<file path="src/rtl/turn_sequencer.sv">
// Turn scheduler for the board-game controller: tracks the current player, advances on
// request or per-turn timeout, skips eliminated players and supports direction reversal.
module turn_sequencer #(
    parameter int unsigned MAX_PLAYERS = 4,
    parameter int unsigned PW          = 2,
    parameter int unsigned NW          = 3,
    parameter int unsigned TIMEOUT_CYC = 0,
    parameter int unsigned TW          = 16
) (
    input  logic                   clk,
    input  logic                   rst_n,
    input  logic                   start,
    input  logic [NW-1:0]          num_players,
    input  logic                   advance,
    input  logic                   reverse,
    input  logic [MAX_PLAYERS-1:0] active_mask,
    output logic [PW-1:0]          turn,
    output logic                   turn_valid,
    output logic                   turn_changed,
    output logic                   round_done,
    output logic                   timeout,
    output logic                   game_over
);

    typedef enum logic [1:0] {StIdle, StPlay, StOver} state_e;

    localparam logic [TW-1:0] TimerLast = TW'((TIMEOUT_CYC == 0) ? 0 : TIMEOUT_CYC - 1);

    state_e           state_q;
    logic             dir_q;      // 0 = forward, 1 = reverse
    logic [NW-1:0]    count_q;
    logic [TW-1:0]    timer_q;

    logic [MAX_PLAYERS-1:0] eligible;
    logic [NW-1:0]          elig_cnt;
    logic                   few_players;
    logic                   dir_next;
    logic [PW-1:0]          next_turn;
    logic                   next_found;
    logic                   wrap;
    logic                   expired;
    logic                   do_step;
    logic [NW-1:0]          count_start;

    assign turn_valid = (state_q == StPlay);

    // Eligibility of each player and how many remain in the game.
    always_comb begin
        eligible = '0;
        elig_cnt = '0;
        for (int unsigned i = 0; i < MAX_PLAYERS; i++) begin
            eligible[i] = active_mask[i] && (32'(count_q) > i);
            elig_cnt    = elig_cnt + NW'(eligible[i]);
        end
    end

    assign few_players = (elig_cnt < NW'(2));

    // A reverse in the same cycle as a step applies before the step.
    assign dir_next = dir_q ^ reverse;

    // Walk away from the current turn modulo count; the first eligible index wins.
    always_comb begin
        int unsigned idx;
        idx        = 0;
        next_turn  = turn;
        next_found = 1'b0;
        for (int unsigned k = 1; k < MAX_PLAYERS; k++) begin
            if (!next_found && (k < 32'(count_q))) begin
                if (!dir_next) begin
                    idx = 32'(turn) + k;
                end else begin
                    idx = 32'(turn) + 32'(count_q) - k;
                end
                if (idx >= 32'(count_q)) begin
                    idx = idx - 32'(count_q);
                end
                if (eligible[PW'(idx)]) begin
                    next_turn  = PW'(idx);
                    next_found = 1'b1;
                end
            end
        end
    end

    // Wrapping past index 0 in the direction of travel closes a round.
    assign wrap = dir_next ? (next_turn > turn) : (next_turn < turn);

    assign expired = (TIMEOUT_CYC != 0) && (timer_q == TimerLast);
    assign do_step = advance || expired;

    // Player count latched on start, clamped to the supported range.
    always_comb begin
        count_start = num_players;
        if (num_players < NW'(2)) begin
            count_start = NW'(2);
        end else if (32'(num_players) > MAX_PLAYERS) begin
            count_start = NW'(MAX_PLAYERS);
        end
    end

    // Game FSM with registered turn state and event pulses.
    always_ff @(posedge clk or negedge rst_n) begin
        if (!rst_n) begin
            state_q      <= StIdle;
            turn         <= '0;
            dir_q        <= 1'b0;
            count_q      <= NW'(2);
            timer_q      <= '0;
            turn_changed <= 1'b0;
            round_done   <= 1'b0;
            timeout      <= 1'b0;
            game_over    <= 1'b0;
        end else begin
            turn_changed <= 1'b0;
            round_done   <= 1'b0;
            timeout      <= 1'b0;
            if (start) begin
                state_q      <= StPlay;
                count_q      <= count_start;
                turn         <= '0;
                dir_q        <= 1'b0;
                timer_q      <= '0;
                turn_changed <= 1'b1;
                game_over    <= 1'b0;
            end else begin
                case (state_q)
                    StPlay: begin
                        if (few_players || (do_step && !next_found)) begin
                            state_q   <= StOver;
                            game_over <= 1'b1;
                        end else begin
                            dir_q <= dir_next;
                            if (do_step) begin
                                turn         <= next_turn;
                                turn_changed <= 1'b1;
                                round_done   <= wrap;
                                // Only an expiry without a coincident request counts as timeout.
                                timeout      <= !advance;
                                timer_q      <= '0;
                            end else if (TIMEOUT_CYC != 0) begin
                                timer_q <= timer_q + TW'(1);
                            end
                        end
                    end
                    default: begin
                    end
                endcase
            end
        end
    end

endmodule

</file>
<file path="config.mk">
export PLATFORM = sky130hd
export DESIGN_NAME = turn_sequencer
export DESIGN_NICKNAME = d
export VERILOG_FILES = /design/src/rtl/turn_sequencer.sv
export SDC_FILE = /design/constraint.sdc
export NUM_CORES = 1
export LEC_CHECK = 0
export ABC_AREA = 1
export BUFFER_PORTS_ARGS = -buffer_cell sky130_fd_sc_hd__buf_2
export CORE_MARGIN = 2
export CORE_UTILIZATION = 66
export CTS_BUF_LIST = sky130_fd_sc_hd__clkbuf_8
export CTS_CLUSTER_SIZE = 30
export DETAILED_ROUTE_END_ITERATION = 12
export PLACE_DENSITY = 0.88
export SYNTH_ARGS = -nofsm -noshare
export SYNTH_HDL_FRONTEND = slang
export SYNTH_SLANG_ARGS = --single-unit
</file>
<file path="constraint.sdc">
create_clock -name clk -period 10.9 [get_ports clk]
set_input_delay 2.18 -clock clk [delete_from_list [all_inputs] [get_ports clk]]
set_output_delay 2.18 -clock clk [all_outputs]
set_load 0.01 [all_outputs]
</file>
Word level (Yosys, flattened, before mapping)
Cells that the tools add are included.
{"block": "totals", "register_bits": 12, "out_inout_bits": 7, "input_bits": 12}
{"block": "classes", "reduce_logical": 18, "mux": 58, "n_eq_ne": 2, "add_sub_neg": 13, "order_cmp": 18, "bitwise_logic": 1}
{"operator": "32-bit two-way mux", "count": 6}
{"operator": "32-bit by 3-bit greater-or-equal comparator with 1-bit output", "count": 3}
{"operator": "2-bit two-way mux", "count": 19}
{"operator": "32-bit by 1-bit subtractor with 32-bit output (second input constant)", "count": 1}
{"operator": "32-bit by 2-bit subtractor with 32-bit output (second input constant)", "count": 1}
{"operator": "1-bit two-way mux", "count": 28}
{"operator": "2-bit by 3-bit less-than comparator with 1-bit output (second input constant)", "count": 3}
{"operator": "1-bit logical AND", "count": 7}
{"operator": "2-bit by 2-bit adder with 3-bit output (second input constant)", "count": 2}
{"operator": "1-bit binary-select mux with 2-bit select", "count": 3}
{"operator": "3-bit by 1-bit > comparator with 1-bit output (second input constant)", "count": 2}
{"operator": "3-bit by 2-bit > comparator with 1-bit output (second input constant)", "count": 2}
{"operator": "2-bit by 3-bit less-than comparator with 1-bit output (first input constant)", "count": 2}
{"operator": "3-bit by 2-bit less-than comparator with 1-bit output (second input constant)", "count": 2}
{"operator": "3-bit two-way mux", "count": 2}
{"operator": "2-bit nonzero test", "count": 3}
{"operator": "2-bit subtractor", "count": 3}
{"operator": "4-bit by 2-bit subtractor with 5-bit output (second input constant)", "count": 1}
{"operator": "2-bit by 3-bit adder with 4-bit output", "count": 1}
{"operator": "1-bit zero test", "count": 4}
{"operator": "2-bit AND reduction", "count": 2}
{"operator": "2-bit by 1-bit adder with 3-bit output", "count": 1}
{"operator": "2-bit by 1-bit adder with 3-bit output (second input constant)", "count": 1}
{"operator": "3-bit by 1-bit adder with 3-bit output", "count": 1}
{"operator": "10 further kinds", "count": 10}

Depth between registers and ports, before layout
Gate-level depths: netlist of the first run.
{"block": "depth", "word_depth": 37, "ltp_mapped": 33, "depth_no_buf": 33}

Worst setup path after synthesis of the first run
Ideal clock, no wire load.
{"block": "synth_timing", "path_type": "input to register", "from": "input port reverse", "to": "register round_done", "arrival_time_ps": 4990, "setup_slack_ps": 5824, "n_path_buf": 0, "cell_stages": 26, "cell_sequence": "nand2_1 nand2_4 o21ai_2 inv_1 ha_1 fa_1 nand2_1 nand2_1 nand3_1 nor2_2 nand2_2 nand3_1 nand3_1 nand3_2 nand3_4 nand3_2 inv_2 nand2_1 nand2_1 inv_1 ha_1 nand2_1 inv_1 o21ai_0 o21ai_0 nor3_1"}
{"block": "synth_via", "elab_chain_len": 22}
{"item": "start, declared", "line": "15", "text": "input logic reverse,"}
{"item": "1-bit bitwise XOR (*)", "line": "60", "text": "assign dir_next = dir_q ^ reverse;"}
{"item": "32-bit two-way mux", "line": "70", "text": "if (!dir_next) begin"}
{"item": "32-bit two-way mux", "line": "69", "text": "if (!next_found && (k < 32'(count_q))) begin"}
{"item": "32-bit by 3-bit greater-or-equal comparator with 1-bit output / 2-bit subtractor (equally long branches)", "line": "75, 76"}
{"item": "2-bit two-way mux", "line": "75", "text": "if (idx >= 32'(count_q)) begin"}
{"item": "2-bit two-way mux", "line": "69"}
{"item": "1-bit binary-select mux with 2-bit select", "line": "78", "text": "if (eligible[PW'(idx)]) begin"}
{"item": "1-bit two-way mux (implied by the code)", "line": "78"}
{"item": "[6 not listed]"}
{"item": "1-bit logical AND", "line": "69"}
{"item": "2-bit two-way mux / 1-bit two-way mux (equally long branches)", "line": "69"}
{"item": "2-bit less-than comparator, or another cell as far along", "line": "87", "text": "assign wrap = dir_next ? (next_turn > turn) : (next_turn < turn);"}
{"item": "1-bit two-way mux / 1-bit logical AND (equally long branches)", "line": "87, 129"}
{"item": "1-bit two-way mux / 1-bit logical OR (equally long branches)", "line": "134, 129"}
{"item": "1-bit two-way mux (*)", "line": "129", "text": "if (few_players || (do_step && !next_found)) begin"}
{"item": "1-bit two-way mux (*)", "line": "127", "text": "case (state_q)"}
{"item": "1-bit two-way mux (*)", "line": "118", "text": "if (start) begin"}
{"item": "end signal, assigned", "line": "137", "text": "round_done <= wrap;"}
{"item": "end, declared", "line": "20", "text": "output logic round_done,"}
Every way passes the cells marked *; elsewhere a longest branch is shown, timed or not. The select of a mux whose other input is x is not followed.
A chain may end at the register's enable or synchronous reset.

Worst setup path in the final report of the first run
Same ends and word-level chain as after synthesis.

==> impl_metrics.json, run 1 <==
{
  "crit_family": "simple AND/OR/NAND/NOR gates",
  "dp.cells": 294,
  "cts_resized": 0,
  "grt_pass1_vias": 1588,
  "rows": 18,
  "wl_met3_um": 159,
  "rsz0062_at_grt": "no",
  "final_cell_mix": "62 x nand2_1, 42 x nand3_1, 39 x inv_1",
  "fmax_ghz": 0.1847,
  "grt.total_usage_pct": 30.48,
  "via_count": 1670,
  "post-place-ws_ps": 5325,
  "cp_max_fo": 8,
  "clock_skew_ps": 0.3366,
  "critPathKind": "input port to flip-flop",
  "dieHeight_um": 54.50,
  "syn_inst": 250,
  "end_kind": "flip-flop",
  "yosysUniqueCellTypes": 32,
  "synth_xor_area_share_pct": 0,
  "worstPathRequired_ps": 11050,
  "root_buffer": "clkbuf_8",
  "io_buffers": 17,
  "layout_setup_ws_ps": 5485,
  "status": "finished, final reports clean",
  "synthAdderAreaFrac_pct": 20.07,
  "routed_wl_mm": 3.871,
  "area_growth_pct": 8.773,
  "synth_simple_gate_area_share_pct": 43.12,
  "clk_latency_ps": 240,
  "highest_layer": "met4",
  "fin_crit_ps": 5415,
  "powerDensity_mw_per_mm2": 306.1,
  "nets": 305,
  "synth_top_family_by_area": "simple AND/OR/NAND/NOR gates",
  "hold_buffers": 0,
  "drc": 0,
  "critical-path-slowest-cell": "fa_1",
  "start_util_pct": 68.55,
  "leakagePower_nw": 1.045,
  "cts.sink_count": 10,
  "dr.first_iter.drc_count": 45,
  "arrival_ps": 5570,
  "antenna_cells": 0,
  "dieArea_mm2": 0.002970,
  "fillers": 202,
  "post_cts_buffers": 0,
  "cp_common_cell": "nand2_1",
  "clk_path_buf_depth": 2,
  "wl_met1_mm": 1.725,
  "startpoint_type": "input port",
  "max-cap-violations": 0,
  "critPathMaxStageDelay_ps": 370,
  "grt_max_degree": 12,
  "hp-class": "flip-flop to flip-flop",
  "cts_tree": "yes",
  "grt_first_pass_wirelength_mm": 6.513,
  "tns_ps": 0,
  "hold_viol_final": 0,
  "worst-path-buf-inv": 5,
  "layout_commonest_cell": "nand2_1",
  "ys_ff_latch": 10,
  "path_clk_slew_ps": 50,
  "vias_per_cell": 5.604,
  "fp.coreArea_mm2": 0.002455,
  "synth.avg_cell_area_um2": 6.731,
  "seq_area_frac_synth_pct": 14.94,
  "numCtsBuffers": 3,
  "wl_per_cell_um": 12.99,
  "htree_levels": 1,
  "die_w_um": 54.50,
  "slew_violations": 0,
  "synth-compound-area-share_pct": 9.145,
  "yosysWarningCount": 0,
  "grt-ovfl-total": 0,
  "antenna_found_initial": 0,
  "place_congestion": 0.8366,
  "muxShareOfSynthArea_pct": 0,
  "drive_above_1_share_pct": 22.39,
  "route.met2.wl_mm": 1.870,
  "fin_cells": 298,
  "place_hpwl_mm": 3.145,
  "fin_util_pct": 74.57,
  "ioPinCount": 19,
  "ir_worst_vdd_mv": 0.2081,
  "first_pass_iters": 4,
  "drtAntennaViolNets": 0,
  "syn_nets": 286,
  "syn_area_mm2": 0.001683,
  "period_share_pct": 49.68,
  "setup_violations": 0
}
[registers in the layout, summed over array words and instances, names as in the netlist]
signal and flops:
count_q 3, turn 2, dir_q 1, game_over 1, round_done 1, state_q 1, turn_changed 1
[routing by layer]
metal	global-route usage (%)	vias up
li1	-	843
met5	0	-
met3	3.825	13
met4	14.17	0
met2	54.42	50
met1	35.93	764
[tightest hold or removal path: cells and delay by family, from the launching register on]
kind / cells / cell delay [ps]
and+or+nand+nor: 2 / 110
DFF: 1 / 350
[final cells by class]
type                            instances  area, um2  area share [%]
Clock buffer                            4      55.05           3.008
Inverter                               46      180.2           9.843
Multi-Input combinational cell        191       1221           66.71
Sequential cell                        10      251.5           13.74
Tap cell                               30      37.54           2.051
Timing Repair Buffer                   17      85.08           4.648
[path summary, 6_finish.rpt]
kind / slack, ps / end / startpoint / cells past startpoint
worst max-delay path: 5480 / round_done$_DFF_PN0_ / reverse / 27
worst min-delay path: 500 / state_q[0]$_DFFE_PN0P_ / state_q[0]$_DFFE_PN0P_ / 2
worst max register to register: 6190 / round_done$_DFF_PN0_ / count_q[1]$_DFFE_PN1P_ / 27
worst min register to register: 500 / state_q[0]$_DFFE_PN0P_ / state_q[0]$_DFFE_PN0P_ / 2
max in group asynchronous: 8860 / count_q[1]$_DFFE_PN1P_ / rst_n / 1
min in group asynchronous: 1790 / state_q[0]$_DFFE_PN0P_ / rst_n / 1
[cells by family (layout without fill, tap and decap cells)]
| kind of cell | Yosys count | count (layout) |
|---|---|---|
| other cells | 1 | 1 |
| buf+inv | 49 | 67 |
| compound gates | 25 | 25 |
| fa+ha+maj | 24 | 24 |
| flops | 10 | 10 |
| simple gates | 141 | 141 |
[stage by stage]
step	hold slack, ps	total power, mW	area [um2]
floorplan	441.9	0.4224	1683
global placement	455.6	0.4926	1775
detailed placement	487.4	0.5065	1775
CTS	500.1	0.5583	1831
global route	516.2	0.6300	1831
finish	499.9	0.5602	1831
[Yosys cell counts, drive strengths merged]
| cell | count | area (um2) |
|---|---|---|
| nand2 | 77 | 341.6 |
| nand3 | 49 | 287.8 |
| inv | 46 | 180.2 |
| ha | 19 | 237.7 |
| o21ai | 16 | 95.09 |
| nor2 | 10 | 45.05 |
| dfrtp | 9 | 225.2 |
| a21oi | 5 | 25.02 |
| fa | 5 | 100.1 |
| nand4 | 4 | 46.29 |
| buf | 3 | 30.03 |
| o21bai | 2 | 18.77 |
| a31o | 1 | 8.760 |
| conb | 1 | 3.750 |
| dfstp | 1 | 26.28 |
| nor3 | 1 | 5.000 |
| o22ai | 1 | 6.260 |
[report_power, final]
| group | leakage [nW] | internal (mW) | switching [mW] |
|---|---|---|---|
| Combinational | 0.892 | 0.164 | 0.295 |
| Clock | 0.0288 | 0.0317 | 0.0144 |
| Sequential | 0.125 | 0.0455 | 0.00977 |
| Total | 1.05 | 0.241 | 0.319 |
(Power assumes the default switching activity.)
==> inputs of run 2 (changes only) <==
- ABC_AREA: 1 -> 0
- CORE_UTILIZATION: 66 -> 61
- PLACE_DENSITY: 0.88 -> 0.83
- clock period: 10.9 -> 5.6 ns (I/O delays scaled with it)
==> impl_metrics.json, run 2 <==
{
  "period_share_pct": 96.25,
  "via_count": 1664,
  "yosysUniqueCellTypes": 58,
  "ioPinCount": 19,
  "fillers": 224,
  "ir_worst_vdd_mv": 0.3624,
  "synth-main-ff-cell": "dfrtp_1",
  "dieHeight_um": 56.45,
  "tns_ps": 0,
  "largest_reg_flops": 3,
  "antenna_found_initial": 0,
  "die_w_um": 56.45,
  "clk_latency_ps": 240,
  "busiest_layer": "met2",
  "synthAdderAreaFrac_pct": 20.13,
  "worst-path-buf-inv": 4,
  "wl_per_cell_um": 17.38,
  "synth_edf_count": 0,
  "hold_viol_final": 0,
  "powerDensity_mw_per_mm2": 336.6,
  "worstPathRequired_ps": 5730,
  "root_buffer": "clkbuf_8",
  "top_register": "count_q",
  "grt-ovfl-total": 0,
  "grtUsageMet3_pct": 2.535,
  "hold_buffers": 0,
  "grt_first_pass_wirelength_mm": 7.196,
  "fp.coreArea_mm2": 0.002686,
  "place_hpwl_mm": 3.542,
  "use_met2_pct": 48.34,
  "drc": 0,
  "design_area_mm2": 0.001893,
  "hp-class": "flip-flop to flip-flop",
  "yosys-top-cells-count": "19 x ha_1, 19 x inv_1, 15 x nand2_1",
  "place_congestion": 0.9265,
  "rsz0062_at_grt": "no",
  "ys_ff_latch": 10,
  "syn_inst": 195,
  "final_cell_mix": "20 x inv_1, 19 x ha_1, 17 x buf_2",
  "reg_top3": "count_q: 3 flops, turn: 2 flops",
  "synth_top_family_by_area": "compound AO/OA/AOI/OAI gates",
  "vias_per_cell": 6.629,
  "synth_top_area_cell": "ha_1",
  "setup_violations": 0,
  "synth_area_leaders": "ha_1 14%, dfrtp_1 13%, fa_1 6.0%",
  "arrival_ps": 5520,
  "post_cts_buffers": 0,
  "nets": 257,
  "cp_common_cell": "inv_1",
  "max_slew_margin_pct": 54.22,
  "cts.sink_count": 10,
  "area_growth_pct": 12.83,
  "synth-compound-area-share_pct": 29.53,
  "yosysWarningCount": 0,
  "grt_max_degree": 16,
  "muxShareOfSynthArea_pct": 7.010,
  "synth_xor_area_share_pct": 2.610,
  "max-cap-violations": 0,
  "syn_nets": 231,
  "drtAntennaViolNets": 0,
  "numCtsBuffers": 3,
  "dr.first_iter.drc_count": 127,
  "crit_family": "compound AO/OA/AOI/OAI gates",
  "placed_cell_area_mm2": 0.001839,
  "syn_area_mm2": 0.001678,
  "htree_levels": 1,
  "layout_commonest_cell": "inv_1",
  "first_pass_iters": 5,
  "end_kind": "flip-flop",
  "antenna_cells": 0,
  "fin_cells": 251,
  "clk_path_buf_depth": 2,
  "seq_area_frac_synth_pct": 14.99,
  "yosysTopAreaCellShare_pct": 14.17,
  "io_buffers": 17,
  "rows": 19,
  "leakagePower_nw": 0.9047,
  "grt.total_usage_pct": 28.43,
  "startpoint_type": "flip-flop",
  "start_util_pct": 62.46,
  "grt_pass1_vias": 1618,
  "clock_skew_ps": 7.922,
  "path_clk_slew_ps": 50,
  "dp.cells": 247,
  "worst_slew_pin_slew_ps": 669.4,
  "crit_chain": "inv_1, fa_2, inv_1, ha_1, a21oi_1, inv_1, fa_1, a21bo_2, a21oi_1, a311o_1, and3_1, a211o_1, a31oi_4, a21bo_1, a21oi_2, inv_1, ha_1, a21oi_1, o221ai_1, and3_1",
  "drive_above_1_share_pct": 25.00,
  "critPathKind": "flip-flop to flip-flop",
  "critical-path-slowest-cell": "fa_2",
  "critPathMaxStageDelay_ps": 650,
  "synth.avg_cell_area_um2": 8.604,
  "slew_violations": 0,
  "fmax_ghz": 0.1855,
  "routed_wl_mm": 4.362,
  "async_reset_ff_share_pct": 100.0,
  "cp_max_fo": 8,
  "fin_crit_ps": 5390,
  "cts_tree": "yes",
  "status": "finished, final reports clean",
  "synth_simple_gate_area_share_pct": 19.24,
  "dieArea_mm2": 0.003186,
  "met1_usage_pct": 36.72
}
-- run 2: cell count changes in the layout (fill, tap and decap cells not counted), sizes merged, moves of 4 or more --
cell,before,now
a211oi,0,7
a21bo,0,4
a21oi,5,15
a31oi,0,5
and2,0,4
buf,17,26
inv,46,21
mux2i,0,8
nand2,77,15
nand2b,0,4
nand3,49,2
nor2b,0,4
o21ai,16,6
xnor2,0,4
-- run 2: per-stage QoR --
| stage | util [%] | hold slack (ps) | power [mW] | setup WS [ps] |
|---|---|---|---|---|
| after CTS | 70.14 | 560.9 | 0.6221 | 207.0 |
| after detailed placement | 68.47 | 539.3 | 0.5438 | 145.5 |
| final | 70.47 | 566.6 | 0.6371 | 209.8 |
| after global routing | 70.47 | 598.9 | 0.6816 | 3.639 |
| after floorplan | - | 499.9 | 0.4382 | 305.8 |
| after global placement | 68.47 | 514.5 | 0.5193 | 339.0 |
-- run 2: repair_timing --
action,CTS,global route
gates resized for setup,0,2
hold endpoints to repair,0,0
endpoints found under the setup margin,0,1
-- run 2: tightest hold or removal path, stage by stage (launching register included) --
cell,delay (ps)
dfrtp_1,390
a21oi_1,80
nand2_1,60
-- run 2: worst paths after layout --
kind | end | slack [ps] | startpoint | cells after the start
hold reg to reg | state_q[0]$_DFFE_PN0P_ | 570 | state_q[0]$_DFFE_PN0P_ | 2
max in group asynchronous | count_q[1]$_DFFE_PN1P_ | 4600 | rst_n | 1
min in group asynchronous | turn[1]$_DFFE_PN0P_ | 730 | rst_n | 1
setup reg to reg | round_done$_DFF_PN0_ | 210 | count_q[1]$_DFFE_PN1P_ | 20
setup / recovery | round_done$_DFF_PN0_ | 210 | count_q[1]$_DFFE_PN1P_ | 20
hold / removal | state_q[0]$_DFFE_PN0P_ | 570 | state_q[0]$_DFFE_PN0P_ | 2
-- run 2: per-layer routing --
| layer | vias up | part of all wire, % | routed length (um) |
|---|---|---|---|
| met5 | - | 0 | 0 |
| met4 | 0 | 2.3 | 99 |
| met3 | 10 | 8.5 | 369 |
| met2 | 99 | 49 | 2123 |
| met1 | 790 | 41 | 1770 |
| li1 | 765 | - | - |
-- run 2: report_power, final --
part / internal, mW / total, mW / switching (mW)
combinational: 0.199 / 0.473 / 0.274
sequential: 0.0807 / 0.0896 / 0.00885
clock: 0.0478 / 0.0745 / 0.0267
total: 0.328 / 0.637 / 0.310
-- run 2: cell families (layout without fill, tap and decap cells) --
family / Yosys count / after routing
DFF: 10 / 10
xor gates and xnor gates: 5 / 5
and+or+nand+nor: 58 / 58
other: 1 / 1
muxes: 11 / 11
buffers and inverters: 25 / 50
AOI/OAI and AO/OA: 61 / 61
adders and majority gates: 24 / 24
-- run 2: cell type report --
cell class / instances / area (um2) / area share (%)
timing repair buffer: 26 / 152.6 / 8.063
sequential: 10 / 251.5 / 13.28
multi-input combinational: 160 / 1330 / 70.26
clock inverter: 1 / 3.754 / 0.1983
tap: 31 / 38.79 / 2.049
clock buffer: 3 / 41.29 / 2.181
inverter: 20 / 75.07 / 3.966
==> inputs of run 3 (changes only) <==
- CELL_PAD_IN_SITES_DETAIL_PLACEMENT: not set -> 1
- CELL_PAD_IN_SITES_GLOBAL_PLACEMENT: not set -> 1
- CORE_UTILIZATION: 61 -> 46
- PLACE_DENSITY: 0.83 -> not set
- PLACE_DENSITY_LB_ADDON: not set -> 0.1
==> impl_metrics.json, run 3 (synthesis gave the netlist of run 2 again) <==
{
  "p_total_mw": 0.6865,
  "worstPathRequired_ps": 5720,
  "cp_max_fo": 6,
  "io_buffers": 17,
  "rows": 21,
  "holdWs_ps": 545.4,
  "max-cap-violations": 0,
  "clk_path_buf_depth": 2,
  "clock_skew_ps": 2.391,
  "pwr-share-clk_pct": 12.9,
  "fp.coreArea_mm2": 0.003416,
  "path_clk_slew_ps": 50,
  "grt.total_usage_pct": 25.79,
  "place_congestion": 0.8340,
  "area_growth_pct": 19.84,
  "fin_crit_ps": 5336,
  "first_pass_iters": 4,
  "dieHeight_um": 64.40,
  "post-place-ws_ps": 68.24,
  "largest_reg_flops": 3,
  "clk_latency_ps": 230,
  "startpoint_type": "flip-flop",
  "place_hpwl_mm": 4.016,
  "drive_above_1_share_pct": 29.87,
  "final_cell_mix": "19 x ha_1, 19 x buf_4, 18 x inv_1",
  "grt_max_degree": 16,
  "dr.first_iter.drc_count": 48,
  "p_seq_share_pct": 13.3,
  "vias_per_cell": 5.975,
  "placed_cell_area_mm2": 0.001858,
  "ioPinCount": 19,
  "worst_slew_pin_slew_ps": 602.5,
  "period_share_pct": 95.28,
  "p_sw_mw": 0.3234,
  "routed_wl_mm": 5.131,
  "setup_violations": 0,
  "hold_viol_final": 0,
  "fin_cells": 277,
  "nets": 268,
  "fillers": 429,
  "arrival_ps": 5460,
  "p_int_mw": 0.3631,
  "wl_per_cell_um": 18.52,
  "via_count": 1655,
  "dp.cells": 262,
  "netSwitchingFraction_pct": 47.11,
  "dieArea_mm2": 0.004147,
  "fin_util_pct": 58.86,
  "design_area_mm2": 0.002011,
  "top_register": "count_q",
  "end_kind": "flip-flop",
  "combPwrFrac_pct": 73.8,
  "antenna_found_initial": 0,
  "cts.sink_count": 10,
  "layout_setup_ws_ps": 264.1,
  "reg_top3": "count_q: 3 flops, turn: 2 flops",
  "grt-ovfl-total": 0,
  "drc": 0,
  "max_slew_margin_pct": 59.49,
  "htree_levels": 1,
  "drtAntennaViolNets": 0,
  "slew_violations": 0,
  "hold_buffers": 0,
  "grt_pass1_vias": 1788,
  "root_buffer": "clkbuf_8",
  "cts_tree": "yes",
  "tns_ps": 0,
  "grt_first_pass_wirelength_mm": 8.397,
  "fmax_ghz": 0.1874,
  "status": "finished, final reports clean",
  "numCtsBuffers": 3,
  "hp-class": "flip-flop to flip-flop",
  "start_util_pct": 49.12,
  "antenna_cells": 0,
  "powerDensity_mw_per_mm2": 341.4,
  "die_w_um": 64.40,
  "leakagePower_nw": 0.9483,
  "critPathKind": "flip-flop to flip-flop",
  "ir_worst_vdd_mv": 0.2800
}
## run 3: layer usage
| metal | vias up | part of all wire, % | routed length, um | GRT usage, % |
|---|---|---|---|---|
| met4 | 0 | 1.3 | 68 | 9.309 |
| met3 | 8 | 3.3 | 168 | 2.289 |
| met1 | 810 | 44 | 2274 | 30.79 |
| met2 | 51 | 51 | 2619 | 47.66 |
| li1 | 786 | - | - | - |
| met5 | - | 0 | 0 | 0 |
## run 3: worst paths after layout
| path | from | end | slack [ps] | cells past startpoint |
|---|---|---|---|---|
| setup / recovery | count_q[1]$_DFFE_PN1P_ | round_done$_DFF_PN0_ | 260 | 20 |
| hold / removal | state_q[0]$_DFFE_PN0P_ | state_q[0]$_DFFE_PN0P_ | 550 | 2 |
| hold reg to reg | state_q[0]$_DFFE_PN0P_ | state_q[0]$_DFFE_PN0P_ | 550 | 2 |
| max in group asynchronous | rst_n | count_q[1]$_DFFE_PN1P_ | 4600 | 1 |
| setup reg to reg | count_q[1]$_DFFE_PN1P_ | round_done$_DFF_PN0_ | 260 | 20 |
| min in group asynchronous | rst_n | round_done$_DFF_PN0_ | 740 | 1 |
## run 3: power groups by stage
stage	Sequential, mW	Combinational [mW]	Clock (mW)
after floorplan	0.0930	0.345	0
after global placement	0.0922	0.436	0
after detailed placement	0.0934	0.461	0
after CTS	0.0924	0.468	0.0915
after global routing	0.0924	0.557	0.0944
final	0.0914	0.507	0.0886
## run 3: worst max-delay path, cell delays in order, from the launching register on
cell and delay, ps:
dfstp_2 620, clkinvlp_4 200, fa_1 550, inv_1 90, ha_1 300, a21oi_1 190, inv_1 100, fa_1 380
a21bo_2 210, a21oi_1 120, a31oi_2 270, mux2_2 380, a211o_1 340, a31oi_4 200, a21bo_1 240, a21oi_2 180
inv_1 70, ha_1 310, a21oi_2 160, o221ai_1 140, and3_1 180
## run 3: timing repair
| item | 4_1_cts | 5_1_grt |
|---|---|---|
| gates resized for setup | 0 | 4 |
| setup endpoints to repair | 0 | 1 |
| setup buffers | 0 | 11 |
## run 3: layout make-up
class / count / area, um2 / area share, %
inverter: 20 / 78.83 / 3.920
multi-input combinational: 160 / 1335 / 66.40
sequential: 10 / 251.5 / 12.51
timing repair buffer: 37 / 232.7 / 11.57
tap: 46 / 57.56 / 2.862
clock buffer: 4 / 55.05 / 2.738
